$ cat src/rtl/puf_challenge_scheduler.sv
// Batch sequencer for the FPGA_PUF kernel: presents trigger/offset per challenge,
// holds them for a settle window, pulses start and waits (timeout-guarded) for done.
module puf_challenge_scheduler #(
  parameter int C_ADDR_WIDTH     = 64,
  parameter int C_COUNT_WIDTH    = 16,
  parameter int C_SETTLE_CYCLES  = 16,
  parameter int C_TIMEOUT_CYCLES = 65535
) (
  input  logic                     aclk,
  input  logic                     areset,
  input  logic                     cmd_valid,
  output logic                     cmd_ready,
  input  logic [31:0]              cmd_base_trig,
  input  logic [C_COUNT_WIDTH-1:0] cmd_count,
  input  logic [C_ADDR_WIDTH-1:0]  cmd_base_addr,
  input  logic [31:0]              cmd_addr_stride,
  output logic [31:0]              puf_trig,
  output logic [C_ADDR_WIDTH-1:0]  puf_addr_offset,
  output logic                     puf_start,
  input  logic                     puf_done,
  output logic                     busy,
  output logic                     batch_done,
  output logic                     batch_timeout,
  output logic [C_COUNT_WIDTH-1:0] batch_completed
);

  localparam int TW = $clog2(C_TIMEOUT_CYCLES + 1);

  typedef enum logic [2:0] {
    ST_IDLE   = 3'd0,
    ST_SETTLE = 3'd1,
    ST_START  = 3'd2,
    ST_WAIT   = 3'd3,
    ST_NEXT   = 3'd4,
    ST_DONE   = 3'd5
  } state_t;

  state_t                   state_r;
  state_t                   state_s;
  logic [7:0]               settle_cnt_r;
  logic [TW-1:0]            timeout_cnt_r;
  logic [C_COUNT_WIDTH-1:0] count_r;
  logic [31:0]              stride_r;
  logic [C_COUNT_WIDTH-1:0] completed_inc_s;

  // Next-state decode; done takes priority over timeout expiry in WAIT
  always_comb begin
    state_s         = state_r;
    completed_inc_s = batch_completed + C_COUNT_WIDTH'(1);
    case (state_r)
      ST_IDLE: begin
        if (cmd_valid) begin
          if (cmd_count == {C_COUNT_WIDTH{1'b0}}) begin
            state_s = ST_DONE;
          end else begin
            state_s = ST_SETTLE;
          end
        end else begin
          state_s = ST_IDLE;
        end
      end
      ST_SETTLE: begin
        if (settle_cnt_r == 8'd1) begin
          state_s = ST_START;
        end else begin
          state_s = ST_SETTLE;
        end
      end
      ST_START: state_s = ST_WAIT;
      ST_WAIT: begin
        if (puf_done) begin
          if (completed_inc_s == count_r) begin
            state_s = ST_DONE;
          end else begin
            state_s = ST_NEXT;
          end
        end else if (timeout_cnt_r == {TW{1'b0}}) begin
          state_s = ST_DONE;
        end else begin
          state_s = ST_WAIT;
        end
      end
      ST_NEXT: state_s = ST_SETTLE;
      ST_DONE: state_s = ST_IDLE;
      default: state_s = ST_IDLE;
    endcase
  end

  // State, datapath and registered outputs (strobes decoded from the next state)
  always_ff @(posedge aclk) begin
    if (areset) begin
      state_r         <= ST_IDLE;
      settle_cnt_r    <= 8'd0;
      timeout_cnt_r   <= {TW{1'b0}};
      count_r         <= {C_COUNT_WIDTH{1'b0}};
      stride_r        <= 32'd0;
      cmd_ready       <= 1'b1;
      busy            <= 1'b0;
      puf_start       <= 1'b0;
      batch_done      <= 1'b0;
      batch_timeout   <= 1'b0;
      batch_completed <= {C_COUNT_WIDTH{1'b0}};
      puf_trig        <= 32'd0;
      puf_addr_offset <= {C_ADDR_WIDTH{1'b0}};
    end else begin
      state_r    <= state_s;
      cmd_ready  <= (state_s == ST_IDLE);
      busy       <= (state_s != ST_IDLE);
      puf_start  <= (state_s == ST_START);
      batch_done <= (state_s == ST_DONE);
      case (state_r)
        ST_IDLE: begin
          if (cmd_valid) begin
            count_r         <= cmd_count;
            stride_r        <= cmd_addr_stride;
            puf_trig        <= cmd_base_trig;
            puf_addr_offset <= cmd_base_addr;
            batch_completed <= {C_COUNT_WIDTH{1'b0}};
            batch_timeout   <= 1'b0;
            settle_cnt_r    <= 8'(C_SETTLE_CYCLES);
          end
        end
        ST_SETTLE: settle_cnt_r <= settle_cnt_r - 8'd1;
        ST_START:  timeout_cnt_r <= TW'(C_TIMEOUT_CYCLES);
        ST_WAIT: begin
          if (puf_done) begin
            // saturate at the latched count
            if (batch_completed != count_r) begin
              batch_completed <= completed_inc_s;
            end
          end else if (timeout_cnt_r == {TW{1'b0}}) begin
            batch_timeout <= 1'b1;
          end else begin
            timeout_cnt_r <= timeout_cnt_r - TW'(1);
          end
        end
        ST_NEXT: begin
          puf_trig        <= puf_trig + 32'd1;
          puf_addr_offset <= puf_addr_offset + C_ADDR_WIDTH'(stride_r);
          settle_cnt_r    <= 8'(C_SETTLE_CYCLES);
        end
        default: begin
        end
      endcase
    end
  end

endmodule

$ cat config.mk
export PLATFORM = sky130hd
export DESIGN_NAME = puf_challenge_scheduler
export DESIGN_NICKNAME = d
export VERILOG_FILES = /design/src/rtl/puf_challenge_scheduler.sv
export SDC_FILE = /design/constraint.sdc
export NUM_CORES = 1
export LEC_CHECK = 0
export ABC_AREA = 1
export CAP_MARGIN = 20
export CORE_MARGIN = 2
export CORE_UTILIZATION = 40
export DETAILED_ROUTE_END_ITERATION = 10
export PLACE_DENSITY = 0.69
export SLEW_MARGIN = 25
export SYNTH_ARGS = -nofsm -noshare
export SYNTH_HDL_FRONTEND = slang
export SYNTH_SLANG_ARGS = --single-unit
$ cat constraint.sdc
create_clock -name aclk -period 2.2 [get_ports aclk]
set_clock_uncertainty 0.1 [all_clocks]
set_input_delay 0.66 -clock aclk [delete_from_list [all_inputs] [get_ports aclk]]
set_output_delay 0.66 -clock aclk [all_outputs]
set_load 0.005 [all_outputs]
# Word level (Yosys, flattened, before mapping)
# Index checks and enable logic that the tools add are counted.
[word_totals]
reg_bits = 192
out_inout_bits = 117
elab_cells = 72
[op_classes]
n_addsub = 5
eq_ne = 15
mux = 24
n_reduce_logical = 15
[ops]
columns = ["op", "count"]
rows = [
  ["64-bit one-hot mux with 2 select lines", 1],
  ["16-bit two-way mux", 5],
  ["64-bit by 32-bit adder with 64-bit output", 1],
  ["64-bit two-way mux", 1],
  ["16-bit one-hot mux with 2 select lines", 2],
  ["32-bit one-hot mux with 2 select lines", 1],
  ["32-bit by 1-bit adder with 32-bit output, second input constant", 1],
  ["16-bit zero test", 2],
  ["32-bit two-way mux", 1],
  ["8-bit one-hot mux with 3 select lines", 1],
  ["16-bit by 1-bit adder with 16-bit output, second input constant", 1],
  ["16-bit equality test", 1],
  ["16-bit inequality test", 1],
  ["16-bit by 1-bit subtractor with 16-bit output, second input constant", 1],
  ["3-bit one-hot mux with 5 select lines", 1],
  ["3-bit two-way mux", 4],
  ["2-bit inequality test, second input constant", 6],
  ["3-bit by 2-bit equality test with 1-bit output, second input constant", 3],
  ["8-bit by 1-bit equality test with 1-bit output, second input constant", 1],
  ["8-bit two-way mux", 1],
  ["4-bit AND reduction", 2],
  ["8-bit by 1-bit subtractor with 8-bit output, second input constant", 1],
  ["3-bit equality test, second input constant", 2],
  ["3-bit zero test", 2],
  ["other kinds (8)", 16],
]

# Depth between registers and ports, before layout
[logic_depth]
word_depth = 6
mapped_depth = 18

# Least setup slack after synthesis
# No wires, ideal clock.
[synth_timing]
path_type = "register to register"
startpoint = "reg puf_addr_offset[0]"
endpoint = "reg puf_addr_offset[38]"
setup_time_ns = 0.112
arrival_ns = 1.942
t_required_ns = 1.988
path_slack_ns = 0.046
path_stages_with_launch = 18
n_path_buf = 0
period_less_slack_ns = 2.154
path_cell_list = "dfxtp_1 -> ha_1 -> inv_1 -> fa_1 -> inv_1 -> nand3_1 -> nand2_1 -> nand2_1 -> nand2_1 -> nand2_1 -> nand2_1 -> nand2_1 -> nand2_1 -> nand2_1 -> nand3_1 -> nand3_1 -> nand2_1 -> nand2_1"
[synth_between]
elab_chain_cells = 2
[synth_rtl]
columns = ["item", "line", "source"]
rows = [
  ["start: declaration", "18", "output logic [C_ADDR_WIDTH-1:0] puf_addr_offset,"],
  ["start signal: assignment", "104", "puf_addr_offset <= {C_ADDR_WIDTH{1'b0}};"],
  ["start signal: assignment", "117", "puf_addr_offset <= cmd_base_addr;"],
  ["start signal: assignment", "139", "puf_addr_offset <= puf_addr_offset + C_ADDR_WIDTH'(stride_r);"],
  ["64-bit by 32-bit adder with 64-bit output", "139", ""],
  ["64-bit one-hot mux with 2 select lines", "111", "case (state_r)"],
]
# No other way between the ends.
# A chain may end at the register's enable or synchronous reset.

# Worst setup path in the final report
[layout_timing]
startpoint = "reg puf_addr_offset[0]"
endpoint = "reg puf_addr_offset[4]"
# Same word-level chain as after synthesis.

==> qor.yml <==
routing:
  wl_mm: 55.3
  viasPerCell: 5.12
  dr.pass1.iters: 5
  dr_total_vias: 16500
  antenna_left: 0
  wl_per_cell_um: 17.1
  drc: 0
  drt_iter0_drc: 1248
timing:
  max_freq_ghz: 0.454
  relSlewSlack: 0.405
  fin_ws_ps: -4.46
  period_needed_ps: 2200
  report.final.slew_viol_count: 0
  rsz0062_at_grt: "yes"
  worstMarginPinSlew_ps: 892
  tns_ps: -4.46
  hold_viol: 0
  setup_viol: 1
  fin_crit_sh: 1.00
global_routing:
  overflow: 0
  grt_pass1_vias: 15800
  grt_max_degree: 74
  antenna_found_initial: 3
  grt_use_total: 0.304
  grt_first_pass_wirelength_mm: 84.9
critical_path:
  worstPathMaxFanout: 3
  worstPathRequired_ps: 2440
  cp-start-kind: "flop"
  worstSetupPathType: "flop to flop"
  arrival_ps: 2440
  crit_path_end_kind: "flop"
die:
  fp.coreArea_um2: 33300
  dieArea_um2: 35000
  ios: 265
  die_w_um: 187
  start_util: 0.403
  num_rows: 67
  die_y_um: 187
synth:
  synth-main-ff-cell: "dfxtp_1"
  synth_edf_count: 0
  syn_area_per_cell_um2: 5.89
  syn_area_um2: 13400
  synth_cell_type_count: 48
  async_reset_ff_frac: 0
  ys_ff_latch: 192
  synth_nets: 2467
  synthCells: 2281
  yosysSeqAreaShare: 0.286
  synth_warnings: 0
placement:
  io_buffers: 264
  placed_cells: 3168
  placed_area_um2: 18300
  gp_congestion: 0.958
  pre_cts_ws_ps: -310
  dp_hpwl_mm: 42.2
layout:
  area_delta_synth_final_pct: 52.2
  final_area_um2: 20400
  final_cells: 3229
  nFillCells: 3108
  regArea_um2: 4020
  multi_input_area_um2: 9270
  nets: 2951
  layout-drive-gt1-share: 0.235
clock_network:
  numCtsBuffers: 17
  max-clock-path-buffers: 2
  clk_pin_slew_ps: 80
  clkSinkCount: 192
  cts_root_buf: "clkbuf_16"
  h-tree-depth: 4
  cts_tree: "yes"
  clk_latency_ps: 460
power:
  totalPowerFinal_mw: 10.2
  max-vdd-ir-drop_mv: 0.590
  powerDensity_nw_per_um2: 501
  leakagePower_nw: 9.59
flow_run:
  maxCapViolations: 0
status:
  outcome: "finished with violations"
  violations: "negative setup slack"
min_path:
  hp-class: "flop to flop"
## flip-flops by register name, indices dropped and copies added, names as in the netlist
| register | cells |
|---|---|
| puf_trig | 32 |
| state_r | 3 |
| settle_cnt_r | 8 |
| count_r | 16 |
| batch_timeout | 1 |
| busy | 1 |
| cmd_ready | 1 |
| batch_completed | 16 |
| batch_done | 1 |
| stride_r | 32 |
| puf_addr_offset | 64 |
| puf_start | 1 |
| timeout_cnt_r | 16 |
## synth_stat cells, types with 13 or more instances
cell | count | area, um2
dfxtp_1 | 192 | 3840
ha_1 | 37 | 463
buf_2 | 21 | 105
nand3b_1 | 15 | 113
nand2_1 | 769 | 2890
a31oi_1 | 18 | 113
o21ai_0 | 118 | 591
inv_1 | 304 | 1140
nand3_1 | 130 | 651
clkbuf_1 | 37 | 139
a21oi_1 | 130 | 651
nor2_1 | 266 | 998
xnor2_1 | 19 | 166
nand4_1 | 32 | 200
nor3_1 | 46 | 230
nor4_1 | 13 | 81.3
xor2_1 | 47 | 412
## cell type report
type	count	area share
Inverter	309	0.0570
Tap cell	448	0.0274
Sequential cell	192	0.197
Timing Repair Buffer	530	0.237
Multi-Input combinational cell	1715	0.454
Antenna cell	3	0.000367
Clock inverter	13	0.00588
Clock buffer	19	0.0222
## per-stage QoR
stage                      util  hold WS [ps]
after floorplan               -           344
after global placement    0.549           354
after detailed placement  0.549           363
after CTS                 0.581           376
after global routing      0.614           395
final                     0.614           376
## where the power goes
group | internal [mW] | leakage, nW | switching [mW] | total, mW
logic | 1.51 | 7.68 | 1.51 | 3.02
registers | 3.76 | 1.62 | 0.304 | 4.07
clock network | 1.55 | 0.282 | 1.60 | 3.16
## routing by layer
| metal | global-route usage | wire length (um) | up-vias |
|---|---|---|---|
| met3 | 0.0439 | 3360 | 89 |
| met4 | 0.108 | 1550 | 0 |
| met5 | 0 | 0 | - |
| met1 | 0.407 | 24700 | 7657 |
| li1 | - | - | 8216 |
| met2 | 0.497 | 25700 | 566 |
## cells by family (layout without fill, tap and decap cells)
kind of cell    after synthesis  in the layout  share of synthesized area
simple gates               1306           1306                      0.404
buf+inv                     374            871                      0.109
compound gates              305            305                      0.121
flops                       192            192                      0.286
xor+xnor                     66             66                     0.0431
fa+ha+maj                    38             38                     0.0360
other cells                   0              3                          0
## worst paths after layout
kind / start / to / slack (ps) / depth (start not counted)
worst min-delay path: count_r[14] / count_r[14] / 380 / 2
worst min register to register: count_r[14] / count_r[14] / 380 / 2
worst max-delay path: puf_addr_offset[0] / puf_addr_offset[4] / -4 / 15
worst max register to register: puf_addr_offset[0] / puf_addr_offset[4] / -4 / 15
## cell usage in the layout (no fill, tap or decap), types with 18 or more instances in the layout
cell type	synthesis	routed
buf_4	0	245
a31oi_1	18	18
nand3_2	2	26
nor3_1	46	43
a21oi_1	130	116
nand3_1	130	102
dlygate4sd2_1	0	24
nor2_1	266	229
nand2_1	769	687
xor2_1	47	45
nand2_2	6	67
nand2_4	1	21
inv_1	304	296
xnor2_1	19	19
o21ai_1	8	19
ha_4	0	32
dfxtp_1	192	84
dfxtp_2	0	91
clkdlybuf4s50_1	0	216
o21ai_0	118	106
dlymetal6s2s_1	0	23
nor2_2	4	32
nand4_1	32	32
## repair_timing
item	in CTS	in global routing
gates resized for setup	176	275
endpoints found under the hold margin	0	0
endpoints found under the setup margin	121	104
pin swaps	16	59
buffers inserted	18	12
hold buffers	0	0
## worst max-delay path, stage by stage (launching register included)
cell and delay (ps):
dfxtp_4 360, ha_4 160, inv_2 50, fa_2 200
inv_2 40, nand3_2 70, nand2_4 60, buf_4 130
buf_6 100, buf_4 120, buf_4 120, buf_4 120
buf_4 120, xor2_1 150, nor2_1 100, o21ai_1 60
(Power assumes the default switching activity.)
